### src/rtl/paralelo_serial_tx.sv
// paralelo_serial_tx
// Parallel-to-serial transmit stage. Bytes come in over a valid/ready handshake,
// are buffered, and leave MSB-first on data_out at one bit per clk_32f cycle.
// After reset the line carries SYNC_COMMAS comma bytes so the receiver can lock,
// then buffered data, or BC_SYMBOL as idle filler.
// Build option: define TX_FIFO_EN for a FIFO_DEPTH-entry circular FIFO buffer
// (FIFO_DEPTH must be a power of 2, at least 2); without it the buffer is a single
// holding register.
module paralelo_serial_tx #(
    parameter logic [7:0] BC_SYMBOL   = 8'hBC,
    parameter int         SYNC_COMMAS = 4,
    parameter int         FIFO_DEPTH  = 4
) (
    input  logic       clk_32f,
    input  logic       reset,
    input  logic [7:0] data_in,
    input  logic       valid_in,
    output logic       ready_out,
    output logic       data_out,
    output logic       active_out,
    output logic       byte_strobe
);

    typedef enum logic {
        SYNC,
        ACTIVE
    } state_e;

    state_e     state_q;
    logic [2:0] bitCnt_q;
    logic [7:0] shreg_q;
    logic [3:0] commaCnt_q;
    logic       strobe_q;
    logic       active_q;
    logic       reset_q;

    logic       full;
    logic       empty;
    logic [7:0] head;
    logic       boundary;
    logic       loadData;
    logic       push;
    logic       pop;
    logic       bypass;
    logic       write;
    logic [7:0] byte_d;

    // The byte boundary is the last bit of a byte; loads happen at its closing edge.
    // Data may be loaded once the final sync comma has been sent, or any time in ACTIVE.
    // An accept arriving on a boundary with an empty buffer goes straight to the
    // shift register, which gives the one-cycle best-case latency.
    assign boundary  = (bitCnt_q == 3'd7);
    assign loadData  = boundary && ((state_q == ACTIVE) || (commaCnt_q == 4'(SYNC_COMMAS)));
    assign push      = valid_in && ready_out;
    assign pop       = loadData && !empty;
    assign bypass    = loadData && empty && push;
    assign write     = push && !bypass;
    assign ready_out = !reset_q && !full;

    assign data_out    = shreg_q[7];
    assign byte_strobe = strobe_q;
    assign active_out  = active_q;

`ifdef TX_FIFO_EN
    localparam int AW = $clog2(FIFO_DEPTH);

    logic [AW:0] wrPtr_q;
    logic [AW:0] rdPtr_q;
    logic [7:0]  mem_q [FIFO_DEPTH];

    assign empty = (wrPtr_q == rdPtr_q);
    assign full  = (wrPtr_q[AW] != rdPtr_q[AW]) && (wrPtr_q[AW-1:0] == rdPtr_q[AW-1:0]);
    assign head  = mem_q[rdPtr_q[AW-1:0]];

    // Pointer bookkeeping; reset empties the FIFO and discards anything queued.
    always_ff @(posedge clk_32f) begin
        if (reset) begin
            wrPtr_q <= '0;
            rdPtr_q <= '0;
        end else begin
            if (write) begin
                wrPtr_q <= wrPtr_q + 1'b1;
            end
            if (pop) begin
                rdPtr_q <= rdPtr_q + 1'b1;
            end
        end
    end

    // Storage array; contents are only meaningful between the pointers, so no reset.
    always_ff @(posedge clk_32f) begin
        if (write) begin
            mem_q[wrPtr_q[AW-1:0]] <= data_in;
        end
    end
`else
    localparam int UNUSED_FIFO_DEPTH = FIFO_DEPTH;

    logic [7:0] hold_q;
    logic       holdValid_q;

    assign empty = !holdValid_q;
    assign full  = holdValid_q;
    assign head  = hold_q;

    // Single holding register. A write needs an empty slot and a pop needs a full
    // one, so the two never coincide; the freed slot opens ready_out a cycle later.
    always_ff @(posedge clk_32f) begin
        if (reset) begin
            hold_q      <= '0;
            holdValid_q <= 1'b0;
        end else if (write) begin
            hold_q      <= data_in;
            holdValid_q <= 1'b1;
        end else if (pop) begin
            holdValid_q <= 1'b0;
        end
    end
`endif

    // Pick the byte loaded at the next boundary: buffered head, bypassed input, or comma/idle.
    always_comb begin
        byte_d = BC_SYMBOL;
        if (pop) begin
            byte_d = head;
        end else if (bypass) begin
            byte_d = data_in;
        end
    end

    // Sync/active sequencer plus bit counter and shift register. The first cycle out
    // of reset preloads a comma (counted as comma 1) so bytes align to reset release.
    always_ff @(posedge clk_32f) begin
        if (reset) begin
            reset_q    <= 1'b1;
            state_q    <= SYNC;
            bitCnt_q   <= 3'd0;
            shreg_q    <= 8'h00;
            commaCnt_q <= 4'd0;
            strobe_q   <= 1'b0;
            active_q   <= 1'b0;
        end else if (reset_q) begin
            reset_q    <= 1'b0;
            bitCnt_q   <= 3'd0;
            shreg_q    <= BC_SYMBOL;
            commaCnt_q <= 4'd1;
            strobe_q   <= 1'b1;
        end else begin
            bitCnt_q <= bitCnt_q + 3'd1;
            strobe_q <= boundary;
            if (boundary) begin
                shreg_q <= byte_d;
                if (loadData) begin
                    state_q  <= ACTIVE;
                    active_q <= 1'b1;
                end else begin
                    commaCnt_q <= commaCnt_q + 4'd1;
                end
            end else begin
                shreg_q <= {shreg_q[6:0], 1'b0};
            end
        end
    end

endmodule

### config.mk
export PLATFORM = sky130hd
export DESIGN_NAME = paralelo_serial_tx
export DESIGN_NICKNAME = d
export VERILOG_FILES = /design/src/rtl/paralelo_serial_tx.sv
export SDC_FILE = /design/constraint.sdc
export NUM_CORES = 1
export LEC_CHECK = 0
export CELL_PAD_IN_SITES_DETAIL_PLACEMENT = 0
export CELL_PAD_IN_SITES_GLOBAL_PLACEMENT = 1
export CORE_MARGIN = 2
export CORE_UTILIZATION = 30
export CTS_CLUSTER_SIZE = 24
export DETAILED_ROUTE_END_ITERATION = 12
export GPL_TIMING_DRIVEN = 0
export PLACE_DENSITY_LB_ADDON = 0.08
export SYNTH_ARGS = -nofsm -noshare
export SYNTH_HDL_FRONTEND = slang
export SYNTH_SLANG_ARGS = --single-unit
### constraint.sdc
create_clock -name clk_32f -period 2.2 [get_ports clk_32f]
set_clock_uncertainty 0.05 [all_clocks]
set_input_delay 0.33 -clock clk_32f [delete_from_list [all_inputs] [get_ports clk_32f]]
set_output_delay 0.33 -clock clk_32f [all_outputs]
set_load 0.1 [all_outputs]
==> flow_summary.json <==
{
  "status": "complete, no violations",
  "p_sw_frac": 0.2577,
  "ys_warn_count": 0,
  "ios": 15,
  "die_w_um": 68.13,
  "netlist.area_leader.share": 0.4381,
  "synth_edf_count": 0,
  "drv_slew": 0,
  "crit_family": "buffers and inverters",
  "rsz0062_at_grt": "false",
  "insertion_delay_ps": 270,
  "drt_iter0_drc": 48,
  "grtUsageTotal": 0.1326,
  "cts-buffers-inserted": 3,
  "core_mm2": 0.003971,
  "drv_cap": 0,
  "dp_hpwl_um": 1905,
  "drive_above_1_share": 0.08000,
  "clock-sinks": 27,
  "routabilityCongestion": 0.8535,
  "async_flop_share": 0,
  "synth.area.top_cells": "dfxtp_1 44%, nand2b_1 9.1%, mux2i_1 6.5%, ha_1 4.1%, a211oi_1 3.7%",
  "grt_pass1_vias": 966,
  "cts_root_buffer": "clkbuf_8",
  "power_frac_clock": 0.303,
  "dp.cells": 195,
  "cts_tree": "built",
  "h-tree-depth": 1,
  "hold_path_class": "register to register",
  "intPower_uw": 699.4,
  "cp_max_fo": 2,
  "final.period_utilization": 0.9597,
  "core.rowCount": 23,
  "power.leakage_nw": 0.5695,
  "tightest_slew_ps": 961.4,
  "grt_pass1_wl_um": 4609,
  "p_sw_uw": 242.8,
  "irDropWorstVdd_mv": 0.2167,
  "slowest_stage": "clkdlybuf4s50_1",
  "required_ps": 1820,
  "wl_um": 2649,
  "synth_cell_types": 29,
  "clock_path_buffers": 2,
  "synth_common_cells": "27 x dfxtp_1, 18 x nand2b_1, 10 x nor2_1",
  "synth_nets": 146,
  "final_cells": 200,
  "setup_viol": 0,
  "initial_core_util": 0.3106,
  "max_stage_delay_ps": 1130,
  "ys_ff_latch": 27,
  "routed-via-count": 970,
  "synth.most_common_cell": "dfxtp_1",
  "cp.buffers_inverters": 1,
  "combPwrFrac": 0.145,
  "antenna_left": 0,
  "antenna_found_initial": 0,
  "wire_per_inst_um": 13.25,
  "fp.dieArea_mm2": 0.004641,
  "synth_flop_cell": "dfxtp_1",
  "ys_seq_area_frac": 0.4381,
  "syn-cell-area_mm2": 0.001234,
  "vias_per_cell": 4.850,
  "final_net_count": 166,
  "clk_pin_slew_ps": 90,
  "hold_viol": 0,
  "relSlewSlack": 0.3571,
  "die_h_um": 68.13,
  "postSynthCellCount": 131,
  "power_frac_seq": 0.552,
  "syn2layout_area_growth_pct": 22.01,
  "post-route-util": 0.3790,
  "crit_type": "register to output port",
  "worstPathCellList": "clkdlybuf4s50_1",
  "drc": 0,
  "io_buffers": 14,
  "worstSetupEndpointType": "output port",
  "worst_setup_path_start_kind": "register",
  "worstPathArrival_ps": 1730,
  "synth_area_per_cell_um2": 9.417,
  "fmax_ghz": 0.4736,
  "overflow": 0,
  "antennaDiodeCount": 0,
  "firstDrtPassIters": 4,
  "min_period_ps": 2111,
  "grt_max_degree": 15,
  "power_density_mw_per_mm2": 626.0,
  "yosysTopAreaCell": "dfxtp_1"
}
==> through the flow <==
step / area, um2 / setup slack [ps] / setup TNS (ps) / power [mW] / hold slack, ps
after global routing: 1505 / 31.62 / 0 / 0.9909 / 422.5
after CTS: 1480 / 6.189 / 0 / 0.9494 / 387.0
after global placement: 1436 / -67.27 / -496.9 / 0.6643 / 357.1
final: 1505 / 88.66 / 0 / 0.9422 / 381.5
after floorplan: 1234 / 93.62 / 0 / 0.6173 / 307.7
after detailed placement: 1436 / -63.67 / -459.8 / 0.6651 / 367.4
==> registers in the layout, indices dropped and copies added, names as in the netlist <==
| register | count |
|---|---|
| bitCnt_q | 3 |
| head | 8 |
| active_out | 1 |
| byte_strobe | 1 |
| full | 1 |
| commaCnt_q | 4 |
| reset_q | 1 |
| shreg_q | 8 |
==> cell families after synthesis <==
logic type,share of synthesized area
flip-flops,0.4381
adder cells (fa/ha/maj),0.04057
buffers and inverters,0.05477
multiplexers,0.06491
AO/OA/AOI/OAI,0.1562
AND/OR/NAND/NOR,0.2454
==> power groups by stage <==
stage | Combinational [mW] | Sequential, mW | Clock (mW)
after floorplan | 0.0738 | 0.544 | 0
after global placement | 0.133 | 0.531 | 0
after detailed placement | 0.133 | 0.532 | 0
after CTS | 0.133 | 0.521 | 0.296
after global routing | 0.149 | 0.523 | 0.318
final | 0.136 | 0.520 | 0.286
==> timing repair <==
item | 4_1_cts | 5_1_grt
setup endpoints to repair | 1 | 13
pin swaps | 0 | 1
setup buffers | 0 | 1
resized for setup | 1 | 1
hold buffers | 0 | 0
==> area by class of cell <==
| cell class | instances | area, um2 |
|---|---|---|
| clock buffer | 4 | 45.04 |
| tap | 50 | 62.56 |
| timing repair buffer | 15 | 158.9 |
| fill | 393 | 2466 |
| inverter | 7 | 26.28 |
| buffer | 7 | 41.29 |
| sequential | 27 | 540.5 |
| multi-input combinational | 90 | 630.6 |
==> worst paths after layout <==
| path | cells past startpoint | from | slack (ps) | endpoint |
|---|---|---|---|---|
| max | 1 | active_out | 90 | active_out |
| min | 1 | bitCnt_q[0] | 380 | bitCnt_q[0] |
| min reg2reg | 1 | bitCnt_q[0] | 380 | bitCnt_q[0] |
| max reg2reg | 6 | bitCnt_q[0] | 280 | shreg_q[4] |
==> layout by cell type, fill, tap and decap left out, types with 3 or more instances in the layout <==
cell type         n
clkbuf_8          3
clkbuf_1          6
nor2_1           10
o22ai_1           5
nand2b_1         18
o31ai_1           4
inv_1             7
nand3_1           4
clkdlybuf4s50_1  13
a21oi_1           8
a211oi_1          5
ha_1              4
mux2i_1           8
dfxtp_1          27
==> metal layers <==
| metal | GRT usage | vias up | routed length, um |
|---|---|---|---|
| met3 | 0.01480 | 4 | 63 |
| li1 | - | 502 | - |
| met5 | 0 | - | 0 |
| met4 | 0.04500 | 0 | 34 |
| met1 | 0.1966 | 448 | 1461 |
| met2 | 0.1978 | 16 | 1089 |
==> worst reg2reg max path: stages, from the launching register on <==
cell      delay (ps)
dfxtp_1          350
ha_1             150
ha_1             140
clkbuf_1         370
inv_1            240
a211oi_2         370
a211oi_1         130
Power figures use the tool's default switching activity.
